--- src/rtl/gci_dev_responder_if.sv ---
// Node-side bus of the GCI device responder: request/response channel plus IRQ handshake.
// Signal names match the original flat port list so existing connections map one-to-one.
interface gci_dev_responder_if;
  logic        oNODE_VALID;
  logic        iNODE_REQ;
  logic        oNODE_BUSY;
  logic        iNODE_RW;
  logic [31:0] iNODE_ADDR;
  logic [31:0] iNODE_DATA;
  logic        oNODE_REQ;
  logic        iNODE_BUSY;
  logic [31:0] oNODE_DATA;
  logic        oNODE_IRQ_REQ;
  logic        iNODE_IRQ_BUSY;
  logic [23:0] oNODE_IRQ_DATA;
  logic        iNODE_IRQ_ACK;

  modport master (
    output iNODE_REQ, iNODE_RW, iNODE_ADDR, iNODE_DATA, iNODE_BUSY,
           iNODE_IRQ_BUSY, iNODE_IRQ_ACK,
    input  oNODE_VALID, oNODE_BUSY, oNODE_REQ, oNODE_DATA,
           oNODE_IRQ_REQ, oNODE_IRQ_DATA
  );

  modport slave (
    input  iNODE_REQ, iNODE_RW, iNODE_ADDR, iNODE_DATA, iNODE_BUSY,
           iNODE_IRQ_BUSY, iNODE_IRQ_ACK,
    output oNODE_VALID, oNODE_BUSY, oNODE_REQ, oNODE_DATA,
           oNODE_IRQ_REQ, oNODE_IRQ_DATA
  );
endinterface

--- src/rtl/gci_dev_responder.sv ---
// GCI device responder: small register file (ID, INTFLAG/MASK, 16 scratch words)
// answering node requests after a fixed latency, plus a pending-flag interrupt source.
module gci_dev_responder #(
  parameter logic [31:0] MEMSIZE      = 32'h0000_1000,
  parameter logic [7:0]  PRIORITY     = 8'h01,
  parameter logic [3:0]  RESP_LATENCY = 4'h1
) (
  input  logic               iCLOCK,
  input  logic               inRESET,
  input  logic [23:0]        iEVENT,
  gci_dev_responder_if.slave bus
);

  typedef enum logic [1:0] {IDLE, WAIT, RESP} dataState_t;
  typedef enum logic [1:0] {I_IDLE, I_ASSERT, I_ACKED} irqState_t;

  dataState_t  dataState, dataNext;
  irqState_t   irqState, irqNext;
  logic        valid;
  logic        reqRw;
  logic [29:0] reqWord;
  logic [29:0] wrWord;
  logic [3:0]  latCnt;
  logic [31:0] respData;
  logic [31:0] rdData;
  logic [23:0] pending, mask, irqData, active, clr;
  logic [31:0] scratch [16];
  logic [4:0]  rdOff, wrOff;
  logic        accept, latchRead, respFire, isIntflagRd;

  assign active      = pending & mask;
  assign wrWord      = bus.iNODE_ADDR[31:2];
  // Word offsets 4..19 map to scratch 0..15; anything else sets bit 4 after the subtract.
  assign rdOff       = reqWord[4:0] - 5'd4;
  assign wrOff       = wrWord[4:0] - 5'd4;
  assign accept      = (dataState == IDLE) && valid && bus.iNODE_REQ;
  assign latchRead   = (dataState == WAIT) && (latCnt == '0);
  assign respFire    = (dataState == RESP) && !bus.iNODE_BUSY;
  assign isIntflagRd = !reqRw && (reqWord == 30'd2);
  assign clr         = (latchRead && isIntflagRd) ? active : '0;

  assign bus.oNODE_VALID    = valid;
  assign bus.oNODE_DATA     = respData;
  assign bus.oNODE_IRQ_DATA = irqData;

  always_comb begin
    rdData = '0;
    if (reqWord[29:5] == '0) begin
      case (reqWord[4:0])
        5'd0:    rdData = MEMSIZE;
        5'd1:    rdData = {24'h0, PRIORITY};
        5'd2:    rdData = {8'h0, active};
        5'd3:    rdData = {8'h0, mask};
        default: if (!rdOff[4]) rdData = scratch[rdOff[3:0]];
      endcase
    end
  end

  always_ff @(posedge iCLOCK or negedge inRESET) begin
    if (!inRESET) begin
      dataState <= IDLE;
      irqState  <= I_IDLE;
    end else begin
      dataState <= dataNext;
      irqState  <= irqNext;
    end
  end

  always_comb begin
    dataNext       = dataState;
    bus.oNODE_BUSY = !valid || (dataState != IDLE);
    bus.oNODE_REQ  = 1'b0;
    case (dataState)
      IDLE: if (accept) dataNext = WAIT;
      WAIT: if (latchRead) dataNext = RESP;
      RESP: begin
        bus.oNODE_REQ = !bus.iNODE_BUSY;
        if (respFire) dataNext = IDLE;
      end
      default: dataNext = IDLE;
    endcase
  end

  always_comb begin
    irqNext           = irqState;
    bus.oNODE_IRQ_REQ = (irqState == I_ASSERT);
    if (!bus.iNODE_IRQ_BUSY) begin
      case (irqState)
        I_IDLE:   if (|active) irqNext = I_ASSERT;
        I_ASSERT: if (bus.iNODE_IRQ_ACK) irqNext = I_ACKED;
        I_ACKED:  if (respFire && isIntflagRd) irqNext = I_IDLE;
        default:  irqNext = I_IDLE;
      endcase
    end
  end

  always_ff @(posedge iCLOCK or negedge inRESET) begin
    if (!inRESET) begin
      valid    <= 1'b0;
      reqRw    <= 1'b0;
      reqWord  <= '0;
      latCnt   <= '0;
      respData <= '0;
      pending  <= '0;
      mask     <= '0;
      irqData  <= '0;
      for (int unsigned i = 0; i < 16; i++) scratch[i] <= '0;
    end else begin
      valid   <= 1'b1;
      // Events landing on the INTFLAG clear edge are OR-ed in after the clear.
      pending <= (pending & ~clr) | iEVENT;
      if (accept) begin
        reqRw   <= bus.iNODE_RW;
        reqWord <= wrWord;
        latCnt  <= RESP_LATENCY - 4'd1;
        if (bus.iNODE_RW && (wrWord[29:5] == '0)) begin
          if (wrWord[4:0] == 5'd3) mask <= bus.iNODE_DATA[23:0];
          else if (!wrOff[4]) scratch[wrOff[3:0]] <= bus.iNODE_DATA;
        end
      end else if ((dataState == WAIT) && (latCnt != '0)) begin
        latCnt <= latCnt - 4'd1;
      end
      if (latchRead) respData <= reqRw ? '0 : rdData;
      if ((irqState == I_IDLE) && (irqNext == I_ASSERT)) irqData <= active;
    end
  end

endmodule

--- src/flat_wrapper.sv ---
// flat-port wrapper written by rule: the top's interface ports become plain ports
module gci_dev_responder_flat 
#(
  parameter logic [31:0] MEMSIZE      = 32'h0000_1000,
  parameter logic [7:0]  PRIORITY     = 8'h01,
  parameter logic [3:0]  RESP_LATENCY = 4'h1
)
  (iCLOCK, inRESET, iEVENT, bus_iNODE_REQ, bus_iNODE_RW, bus_iNODE_ADDR, bus_iNODE_DATA, bus_iNODE_BUSY, bus_iNODE_IRQ_BUSY, bus_iNODE_IRQ_ACK, bus_oNODE_VALID, bus_oNODE_BUSY, bus_oNODE_REQ, bus_oNODE_DATA, bus_oNODE_IRQ_REQ, bus_oNODE_IRQ_DATA);
  gci_dev_responder_if bus_i ();
  input  logic iCLOCK;
  input  logic inRESET;
  input  logic [23:0] iEVENT;
  input wire logic [$bits(bus_i.iNODE_REQ)-1:0] bus_iNODE_REQ;
  input wire logic [$bits(bus_i.iNODE_RW)-1:0] bus_iNODE_RW;
  input wire logic [$bits(bus_i.iNODE_ADDR)-1:0] bus_iNODE_ADDR;
  input wire logic [$bits(bus_i.iNODE_DATA)-1:0] bus_iNODE_DATA;
  input wire logic [$bits(bus_i.iNODE_BUSY)-1:0] bus_iNODE_BUSY;
  input wire logic [$bits(bus_i.iNODE_IRQ_BUSY)-1:0] bus_iNODE_IRQ_BUSY;
  input wire logic [$bits(bus_i.iNODE_IRQ_ACK)-1:0] bus_iNODE_IRQ_ACK;
  output wire logic [$bits(bus_i.oNODE_VALID)-1:0] bus_oNODE_VALID;
  output wire logic [$bits(bus_i.oNODE_BUSY)-1:0] bus_oNODE_BUSY;
  output wire logic [$bits(bus_i.oNODE_REQ)-1:0] bus_oNODE_REQ;
  output wire logic [$bits(bus_i.oNODE_DATA)-1:0] bus_oNODE_DATA;
  output wire logic [$bits(bus_i.oNODE_IRQ_REQ)-1:0] bus_oNODE_IRQ_REQ;
  output wire logic [$bits(bus_i.oNODE_IRQ_DATA)-1:0] bus_oNODE_IRQ_DATA;
  assign bus_i.iNODE_REQ = bus_iNODE_REQ;
  assign bus_i.iNODE_RW = bus_iNODE_RW;
  assign bus_i.iNODE_ADDR = bus_iNODE_ADDR;
  assign bus_i.iNODE_DATA = bus_iNODE_DATA;
  assign bus_i.iNODE_BUSY = bus_iNODE_BUSY;
  assign bus_i.iNODE_IRQ_BUSY = bus_iNODE_IRQ_BUSY;
  assign bus_i.iNODE_IRQ_ACK = bus_iNODE_IRQ_ACK;
  assign bus_oNODE_VALID = bus_i.oNODE_VALID;
  assign bus_oNODE_BUSY = bus_i.oNODE_BUSY;
  assign bus_oNODE_REQ = bus_i.oNODE_REQ;
  assign bus_oNODE_DATA = bus_i.oNODE_DATA;
  assign bus_oNODE_IRQ_REQ = bus_i.oNODE_IRQ_REQ;
  assign bus_oNODE_IRQ_DATA = bus_i.oNODE_IRQ_DATA;
  gci_dev_responder #(.MEMSIZE(MEMSIZE), .PRIORITY(PRIORITY), .RESP_LATENCY(RESP_LATENCY)) u_core (.iCLOCK(iCLOCK), .inRESET(inRESET), .iEVENT(iEVENT), .bus(bus_i));
endmodule
--- config.mk ---
export PLATFORM = sky130hd
export DESIGN_NAME = gci_dev_responder_flat
export DESIGN_NICKNAME = d
export VERILOG_FILES = /design/src/rtl/gci_dev_responder_if.sv /design/src/rtl/gci_dev_responder.sv /design/src/flat_wrapper.sv
export SDC_FILE = /design/constraint.sdc
export NUM_CORES = 1
export LEC_CHECK = 0
export CAP_MARGIN = 40
export CELL_PAD_IN_SITES_DETAIL_PLACEMENT = 0
export CELL_PAD_IN_SITES_GLOBAL_PLACEMENT = 1
export CORE_MARGIN = 10
export CORE_UTILIZATION = 45
export CTS_CLUSTER_SIZE = 24
export DETAILED_ROUTE_END_ITERATION = 7
export MAX_ROUTING_LAYER = met4
export PLACE_DENSITY = 0.75
export SLEW_MARGIN = 20
export SYNTH_ARGS = -nofsm -noshare
export SYNTH_HDL_FRONTEND = slang
export SYNTH_SLANG_ARGS = --single-unit
--- constraint.sdc ---
create_clock -name iCLOCK -period 3.83 [get_ports iCLOCK]
set_clock_uncertainty 0.15 [all_clocks]
set_input_delay 1.149 -clock iCLOCK [delete_from_list [all_inputs] [get_ports iCLOCK]]
set_output_delay 1.149 -clock iCLOCK [all_outputs]
set_load 0.005 [all_outputs]
==> results_dict.tcl, run 1 <==
set metrics [dict create \
    totalWireLength_um 79000 \
    overflow 0 \
    fp.dieH_um 276 \
    slew_viol_final 0 \
    h-tree-depth 3 \
    cp_cell_sequence "clkdlybuf4s50_1 -> nor4_2 -> nand4_2 -> or3_1 -> or4_2 -> buf_4 -> mux2_4" \
    p_seq_frac 0.409 \
    critPathSlowestCell "or4_2" \
    most-common-layout-cells "dfrtp_1, mux2_2, clkdlybuf4s50_1" \
    cp-start-kind "input port" \
    ys_ff_latch 656 \
    crit_fanout 9 \
    io_buffers 152 \
    drive_gt1_frac 0.394 \
    max_cap_violations 0 \
    drt_iter0_drc 1467 \
    yosys_warnings 0 \
    via_count 18300 \
    rows 93 \
    place_congestion 0.818 \
    grt_max_degree 98 \
    syn_area_per_cell_um2 14.4 \
    routed_via_density 5.82 \
    synth_flop_cell "dfrtp_1" \
    fin_crit_ns 3.45 \
    p_int_mw 12.7 \
    grt_pass1_wl_um 121000 \
    outcome "completed" \
    syn_area_mm2 0.0295 \
    cts_root_buffer "clkbuf_16" \
    powerDensity_mw_per_mm2 521 \
    grt_setup_unrepaired "false" \
    area_growth_syn_to_layout_pct 19.0 \
    insertion_delay_ns 0.63 \
    cp_num_buf_inv 2 \
    cp_top_family "simple AND/OR/NAND/NOR gates" \
    cts_hold_buffers 0 \
    total_power_mw 18.3 \
    clock_path_buffers 3 \
    initial_core_util 0.456 \
    clock_sinks 656 \
    worst_slack_ns 0.377 \
    core_mm2 0.0647 \
    final_common_cell "dfrtp_1" \
    firstDrtPassIters 5 \
    synth_cell_type_count 63 \
    vdd_drop_max_mv 0.414 \
    synthesis.nets 2150 \
    ant_nets 0 \
    die_area_mm2 0.0761 \
    netSwitchingPower_mw 5.62 \
    p_clk_frac 0.378 \
    yosysSeqAreaShare 0.557 \
    cts_buffers 72 \
    pin_count 155 \
    period_share 0.901 \
    die_w_um 276 \
    p_leak_nw 16.4 \
    postSynth.asyncResetShare 1.00 \
    setup_viol 0 \
    cp.required_ns 4.16 \
    post_drt_wl_per_cell_um 25.2 \
    path_class "input port to flop" \
    arrival_ns 3.79 \
    grt_use_total 0.216 \
    antenna_found_initial 3 \
    final_nets 2323 \
    pwr-share-comb 0.213 \
    drcViolationCount 0 \
    max_freq_ghz 0.290 \
    pre_cts_slack_ns -0.275 \
    grt_pass1_vias 19700 \
    tightest_slew_ns 0.852 \
    place_hpwl_um 50000 \
    path_clk_slew_ns 0.06 \
    synth_edf_count 0 \
    hold_viol 0 \
    critPathMaxStageDelay_ns 0.71 \
    hold_class "flop to flop" \
    syn_inst 2051 \
    tritoncts "yes" \
    slew_headroom 0.429 \
    switching_share 0.307 \
    worstSetupEndpointType "flop" \
]
-- flip-flops by register name, indices dropped and copies added (netlist names) --
name and count:
u_core.latCnt 4, u_core.scratch 512, u_core.reqWord 30, u_core.reqRw 1, u_core.pending 24, u_core.mask 24, u_core.irqState 2, u_core.dataState 2
u_core.bus.oNODE_IRQ_DATA 24, u_core.bus.oNODE_VALID 1, u_core.bus.oNODE_DATA 32
-- cell families after synthesis --
family | synth area share
muxes | 0.313
DFF | 0.557
AOI/OAI and AO/OA | 0.0607
buffers and inverters | 0.0281
xor gates and xnor gates | 0.000892
adders and majority gates | 0.00170
and+or+nand+nor | 0.0382
other | 0.000127
-- timing repair --
action	4_1_cts	5_1_grt
buffers inserted	1	0
setup endpoints to repair	1	1
pin swaps	0	1
gates resized for setup	1	1
-- area by class of cell --
class                      count  area, um2
clock inverter                26        287
fill                        5286      29600
clock buffer                 106       2080
antenna                        2       5.00
multi-input combinational   1201      12400
sequential                   656      16400
inverter                      36        135
timing repair buffer         257       2710
tap                          855       1070
-- Yosys cell counts (all sizes together), types with 2 or more instances --
| master | instances | area share |
|---|---|---|
| a211oi | 2 | 0.00051 |
| a21o | 26 | 0.0066 |
| a21oi | 24 | 0.0041 |
| a221o | 3 | 0.0010 |
| a221oi | 6 | 0.0018 |
| a22o | 20 | 0.0059 |
| a22oi | 54 | 0.014 |
| a31oi | 4 | 0.00085 |
| and2 | 3 | 0.00064 |
| and4 | 2 | 0.00059 |
| buf | 69 | 0.012 |
| clkbuf | 89 | 0.011 |
| clkinv | 2 | 0.00025 |
| dfrtp | 656 | 0.56 |
| ha | 4 | 0.0017 |
| inv | 34 | 0.0043 |
| mux2 | 576 | 0.22 |
| mux2i | 74 | 0.025 |
| mux4 | 84 | 0.064 |
| nand2 | 80 | 0.010 |
| nand2b | 3 | 0.00064 |
| nand3 | 35 | 0.0059 |
| nand3b | 4 | 0.0010 |
| nand4 | 5 | 0.0013 |
| nor2 | 27 | 0.0034 |
| nor2b | 9 | 0.0019 |
| nor3 | 7 | 0.0016 |
| nor3b | 8 | 0.0022 |
| nor4 | 19 | 0.0060 |
| o2111ai | 2 | 0.00059 |
| o211ai | 2 | 0.00051 |
| o21a | 24 | 0.0061 |
| o21ai | 42 | 0.0071 |
| o221a | 6 | 0.0023 |
| o221ai | 19 | 0.0056 |
| o22ai | 2 | 0.00042 |
| o31a | 4 | 0.0012 |
| o31ai | 2 | 0.00051 |
| or3 | 4 | 0.00085 |
| or4 | 2 | 0.00051 |
| xor2 | 2 | 0.00059 |
-- worst paths after layout --
check	slack, ns	endpoint	startpoint	cells after the start
max in group asynchronous	2.23	u_core.mask[13]$_DFFE_PN0P_	inRESET	2
min	0.34	u_core.scratch[229]$_DFFE_PN0P_	u_core.scratch[229]$_DFFE_PN0P_	1
min reg2reg	0.34	u_core.scratch[229]$_DFFE_PN0P_	u_core.scratch[229]$_DFFE_PN0P_	1
max	0.38	u_core.scratch[219]$_DFFE_PN0P_	bus_iNODE_ADDR[11]	7
max reg2reg	0.86	u_core.bus.oNODE_DATA[12]$_DFFE_PN0P_	u_core.reqWord[10]$_DFFE_PN0P_	5
min in group asynchronous	0.36	u_core.bus.oNODE_DATA[29]$_DFFE_PN0P_	inRESET	1
-- routing by layer --
layer | part of all wire | track usage | vias up
met4 | 0.021 | 0.0611 | 0
li1 | - | - | 7947
met1 | 0.44 | 0.282 | 9700
met2 | 0.48 | 0.341 | 502
met3 | 0.059 | 0.0391 | 119
met5 | 0 | - | -
-- worst register-to-register path, stage by stage (launching register included) --
cell and delay (ns):
dfrtp_1 0.38, nor4_1 0.40, nand4_1 0.47, or4_1 0.96, buf_4 0.32, o21ai_0 0.20
-- stage by stage --
stage	instance area, um2	hold slack [ns]	instances	utilization	setup TNS (ns)
after floorplan	29500	0.307	2051	-	0
after global placement	32700	0.318	3003	0.505	-39.31
after detailed placement	32700	0.328	3004	0.505	-39.95
after CTS	35100	0.342	3137	0.542	0
after global routing	35100	0.360	3139	0.542	0
final	35100	0.338	3139	0.542	0
-- power by group through the flow --
stage | sequential (mW) | clock, mW | combinational [mW]
finish | 7.47 | 6.91 | 3.89
global route | 7.51 | 7.37 | 4.14
CTS | 7.47 | 7.07 | 3.92
detailed placement | 7.60 | 0 | 3.90
global placement | 7.59 | 0 | 3.83
floorplan | 7.34 | 0 | 2.41
Note: power is estimated with default switching activity, not from simulation.
==> inputs of run 2 (changes only) <==
Settings changed: CAP_MARGIN 40 to default.
==> run 2 against run 1 <==
Die area stayed put; utilization down 0.13 points; critical path type is now input port to output port; global-route usage is essentially flat; routed wire length increased by 0.18%; clock-buffer cell count is 5 higher; sequential share of layout area increased by 0.12 points; sequential power hardly changed; non-clock buffer count fell by 1; critical path depth decreased by 3; maximum frequency is 8.4% lower.
==> results_dict.tcl, run 2 (synthesis results as in run 1) <==
set metrics [dict create \
    outcome "completed" \
    clock_path_buffers 3 \
    max_freq_ghz 0.265 \
    slew_headroom 0.449 \
    grt_use_total 0.216 \
    reg2reg_slack_ns 0.86 \
    pwr-share-comb 0.214 \
    post_drt_wl_per_cell_um 25.3 \
    fp.dieH_um 276 \
    tightest_slew_ns 0.825 \
    switching_share 0.307 \
    drive_gt1_frac 0.391 \
    fillers 5292 \
    period_share 0.984 \
    cts_buffers 70 \
    cp_top_family "buffers and inverters" \
    grt_pass1_vias 19500 \
    routed_via_density 5.83 \
    path_clk_slew_ns 0.06 \
    holdPathEnd "u_core.scratch[229]$_DFFE_PN0P_" \
    path_common_cell "clkdlybuf4s50_1" \
    place_congestion 0.818 \
    pin_count 155 \
    initial_core_util 0.456 \
    max_cap_violations 0 \
    worst_slack_ns 0.0613 \
    final_nets 2320 \
    final_common_cell "dfrtp_1" \
    cp-start-kind "input port" \
    worstSetupEndpointType "output port" \
    critPathSlowestCell "clkdlybuf4s50_1" \
    hold_class "flop to flop" \
    h-tree-depth 3 \
    clock_sinks 656 \
    r2r-start "u_core.reqWord[10]$_DFFE_PN0P_" \
    fin_crit_ns 3.77 \
    total_power_mw 18.1 \
    path_class "input port to output port" \
    drt_iter0_drc 1501 \
    setup_viol 0 \
    arrival_ns 2.47 \
    crit_fanout 2 \
    grt_max_degree 98 \
    cp_num_buf_inv 3 \
    core_mm2 0.0647 \
    rr_endpoint "u_core.bus.oNODE_DATA[4]$_DFFE_PN0P_" \
    p_clk_frac 0.373 \
    p_leak_nw 16.3 \
    tritoncts "yes" \
    die_w_um 276 \
    grt_pass1_wl_um 121000 \
    p_seq_frac 0.413 \
    regMostFlops "u_core.scratch" \
    most-common-layout-cells "dfrtp_1, mux2_2, clkdlybuf4s50_1" \
    netSwitchingPower_mw 5.56 \
    cts_root_buffer "clkbuf_16" \
    totalWireLength_um 79200 \
    place_hpwl_um 49900 \
    critPathMaxStageDelay_ns 0.52 \
    vdd_drop_max_mv 0.403 \
    die_area_mm2 0.0761 \
    p_int_mw 12.5 \
    antenna_found_initial 3 \
    multi_input_comb_area_mm2 0.0124 \
    insertion_delay_ns 0.60 \
    ant_nets 0 \
    slew_viol_final 0 \
    io_buffers 152 \
    overflow 0 \
    drcViolationCount 0 \
    worstHoldStart "u_core.scratch[229]$_DFFE_PN0P_" \
    largest_reg_flops 512 \
    worst_hold_path.num_cells 1 \
    via_count 18300 \
    cp.required_ns 2.53 \
    area_growth_syn_to_layout_pct 18.7 \
    rr_worst_depth 5 \
    regArea_mm2 0.0164 \
    pre_cts_slack_ns -0.285 \
    cp_cell_sequence "clkdlybuf4s50_1 -> nor3b_2 -> buf_4 -> clkdlybuf4s50_1" \
    cts_hold_buffers 0 \
    rows 93 \
    hold_viol 0 \
    powerDensity_mw_per_mm2 517 \
    firstDrtPassIters 5 \
]
-- run 2: layout make-up --
cell class	count	share of cell area
antenna	4	0.000286
clock buffer	111	0.0611
clock inverter	14	0.00425
inverter	36	0.00386
multi-input combinational	1201	0.354
sequential	656	0.469
tap	855	0.0306
timing repair buffer	256	0.0770
-- run 2: power groups by stage --
stage	sequential, mW	clock [mW]	combinational, mW
after floorplan	7.34	0	2.41
after global placement	7.59	0	3.83
after detailed placement	7.60	0	3.87
after CTS	7.48	6.90	3.89
after global routing	7.51	7.21	4.11
final	7.48	6.76	3.87
-- run 2: worst max path at each step --
stage                     slack [ns]                         endpoint               start  cells after the start
final                           0.06                    bus_oNODE_REQ      bus_iNODE_BUSY                      4
after floorplan                 0.47  u_core.scratch[225]$_DFFE_PN0P_   bus_iNODE_ADDR[8]                      7
after global placement         -0.26  u_core.scratch[196]$_DFFE_PN0P_  bus_iNODE_ADDR[11]                      7
after global routing           -0.02                    bus_oNODE_REQ      bus_iNODE_BUSY                      4
after detailed placement       -0.29  u_core.scratch[219]$_DFFE_PN0P_  bus_iNODE_ADDR[11]                      7
after CTS                      0.005                    bus_oNODE_REQ      bus_iNODE_BUSY                      4
-- run 2: routing by layer --
layer | global-route usage | up-vias | wire length, um
li1 | - | 7927 | -
met3 | 0.0367 | 116 | 4270
met5 | - | - | 0
met2 | 0.338 | 478 | 37400
met4 | 0.0634 | 0 | 1810
met1 | 0.286 | 9729 | 35700
-- run 2: what timing repair did --
item / 4_1_cts / 5_1_grt
buffers inserted: 1 / 0
gates resized for setup: 0 / 1
gates cloned: 0 / 0
endpoints found under the hold margin: 0 / 0
endpoints found under the setup margin: 1 / 1
-- run 2: worst reg2reg max path: cells and delay by family, from the launching register on --
kind,cells,cell delay (ns)
and+or+nand+nor,3,1.84
DFF,1,0.38
buffers and inverters,1,0.32
AOI/OAI and AO/OA,1,0.20
-- run 2: per-stage QoR --
| stage | instances | util | area, um2 | setup TNS [ns] | hold WS [ns] |
|---|---|---|---|---|---|
| 2_1_floorplan | 2051 | - | 29500 | 0 | 0.307 |
| 3_3_place_gp | 3003 | 0.505 | 32700 | -39.31 | 0.318 |
| 3_5_place_dp | 3003 | 0.505 | 32700 | -44.16 | 0.328 |
| 4_1_cts | 3129 | 0.541 | 35000 | 0 | 0.341 |
| 5_1_grt | 3131 | 0.541 | 35000 | -0.0189 | 0.354 |
| 6_report | 3133 | 0.541 | 35000 | 0 | 0.340 |
==> inputs of run 3 (changes only) <==
Settings changed: PLACE_DENSITY 0.75 to default, PLACE_DENSITY_LB_ADDON from default to 0.1.
==> run 3 against run 2 <==
Critical path depth shrank 1; register-to-register slack got worse by 0.21 ns; final area is 0.55% higher; final cell count is 0.41% higher; first-iteration DRC count down 24%; global-route usage up 1.2 points; flip-flop and latch count stayed put; maximum frequency increased by 1.9%.
==> results_dict.tcl, run 3 (synthesis results as in run 1) <==
set metrics [dict create \
    p_clk_frac 0.379 \
    pre_cts_slack_ns -0.289 \
    largest_reg_flops 512 \
    h-tree-depth 3 \
    tritoncts "yes" \
    final_nets 2332 \
    grt_setup_unrepaired "false" \
    cp-endpoint "bus_oNODE_REQ" \
    overflow 0 \
    clock_path_buffers 3 \
    max_cap_violations 0 \
    ant_nets 0 \
    cp-start-kind "input port" \
    path_class "input port to output port" \
    setup_viol 0 \
    max_freq_ghz 0.270 \
    cp.required_ns 2.53 \
    clock_sinks 656 \
    netSwitchingPower_mw 5.75 \
    core_mm2 0.0647 \
    firstDrtPassIters 5 \
    drcViolationCount 0 \
    tightest_slew_ns 0.944 \
    rr_worst_depth 7 \
    area_growth_syn_to_layout_pct 19.4 \
    grt_pass1_vias 19600 \
    powerDensity_mw_per_mm2 525 \
    final_core_util 0.544 \
    rows 93 \
    cts_root_buffer "clkbuf_16" \
    cts_buffers 74 \
    cts_hold_buffers 0 \
    die_area_mm2 0.0761 \
    outcome "completed" \
    use_met2 0.364 \
    p_leak_nw 16.5 \
    dp_cells 3012 \
    pwr-share-comb 0.221 \
    postCtsSetupRepairBufs 0 \
    total_power_mw 18.5 \
    slew_viol_final 0 \
    grt_util_met1 0.304 \
    fillers 5459 \
    p_int_mw 12.7 \
    switching_share 0.311 \
    hold_viol 0 \
    arrival_ns 2.40 \
    path_clk_slew_ns 0.06 \
    slew_headroom 0.369 \
    stdcell_count 3146 \
    drt_iter0_drc 1144 \
    initial_core_util 0.456 \
    die_w_um 276 \
    grt_pass1_wl_um 127000 \
    fin_crit_ns 3.70 \
    r2r-start "u_core.reqWord[2]$_DFFE_PN0P_" \
    grt_max_degree 86 \
    insertion_delay_ns 0.62 \
    pin_count 155 \
    antenna_found_initial 2 \
    fp.dieH_um 276 \
    vdd_drop_max_mv 0.321 \
    grt_busiest_layer "met2" \
    final_common_cell "dfrtp_1" \
    worstSetupEndpointType "output port" \
    drive_gt1_frac 0.397 \
    reg2reg_slack_ns 0.65 \
    hold_class "input port to async pin" \
    cts-resized-gates 0 \
    totalWireLength_um 83200 \
    routed_via_density 5.80 \
    cp-startpoint "bus_iNODE_BUSY" \
    most-common-layout-cells "dfrtp_1, mux2_2, clkdlybuf4s50_1" \
    period_share 0.966 \
    grt_use_total 0.228 \
    via_count 18200 \
    place_hpwl_um 53700 \
    hold_ws_ns 0.339 \
    worst_slack_ns 0.130 \
    crit_fanout 2 \
    place_congestion 0.789 \
    use_met3 0.0323 \
    rr_endpoint "u_core.bus.oNODE_DATA[23]$_DFFE_PN0P_" \
    post_drt_wl_per_cell_um 26.5 \
    p_seq_frac 0.400 \
    regMostFlops "u_core.scratch" \
    io_buffers 152 \
]
[run 3: worst min-delay path by stage]
stage | start | end | slack, ns | cells after the start
detailed placement | u_core.scratch[228]$_DFFE_PN0P_ | u_core.scratch[228]$_DFFE_PN0P_ | 0.33 | 1
global route | inRESET | u_core.scratch[108]$_DFFE_PN0P_ | 0.35 | 1
CTS | inRESET | u_core.scratch[108]$_DFFE_PN0P_ | 0.33 | 1
floorplan | u_core.scratch[228]$_DFFE_PN0P_ | u_core.scratch[228]$_DFFE_PN0P_ | 0.31 | 1
global placement | u_core.scratch[231]$_DFFE_PN0P_ | u_core.scratch[231]$_DFFE_PN0P_ | 0.32 | 1
finish | inRESET | u_core.scratch[108]$_DFFE_PN0P_ | 0.34 | 1
[run 3: power groups by stage]
stage	registers, mW	logic, mW	clock network [mW]
CTS	7.38	4.13	7.15
detailed placement	7.51	4.11	0
global route	7.41	4.36	7.43
floorplan	7.34	2.41	0
finish	7.39	4.09	7.00
global placement	7.50	4.10	0
[run 3: critical path, stage by stage]
cell,delay (ns)
clkdlybuf4s50_1,0.44
nor3b_2,0.25
clkdlybuf4s50_1,0.56
[run 3: cell type report]
class / instances / area (um2) / area share
clock inverters: 17 / 151 / 0.00430
clock buffers: 116 / 2260 / 0.0643
diodes: 1 / 2.50 / 0.0000711
repair buffers: 264 / 2770 / 0.0787
multi-input cells: 1201 / 12400 / 0.352
flip-flops and latches: 656 / 16400 / 0.467
well taps: 855 / 1070 / 0.0304
inverters: 36 / 135 / 0.00384
[run 3: per-layer routing]
layer	part of all wire	wire, um
met1	0.45	37700
met2	0.49	40700
met3	0.033	2760
met4	0.024	2000
met5	0	0
[run 3: metrics by stage]
step	TNS [ns]	instance area, um2
5_1_grt	0	35200
3_3_place_gp	-46.85	32800
3_5_place_dp	-46.71	32800
2_1_floorplan	0	29500
6_report	0	35200
4_1_cts	0	35200
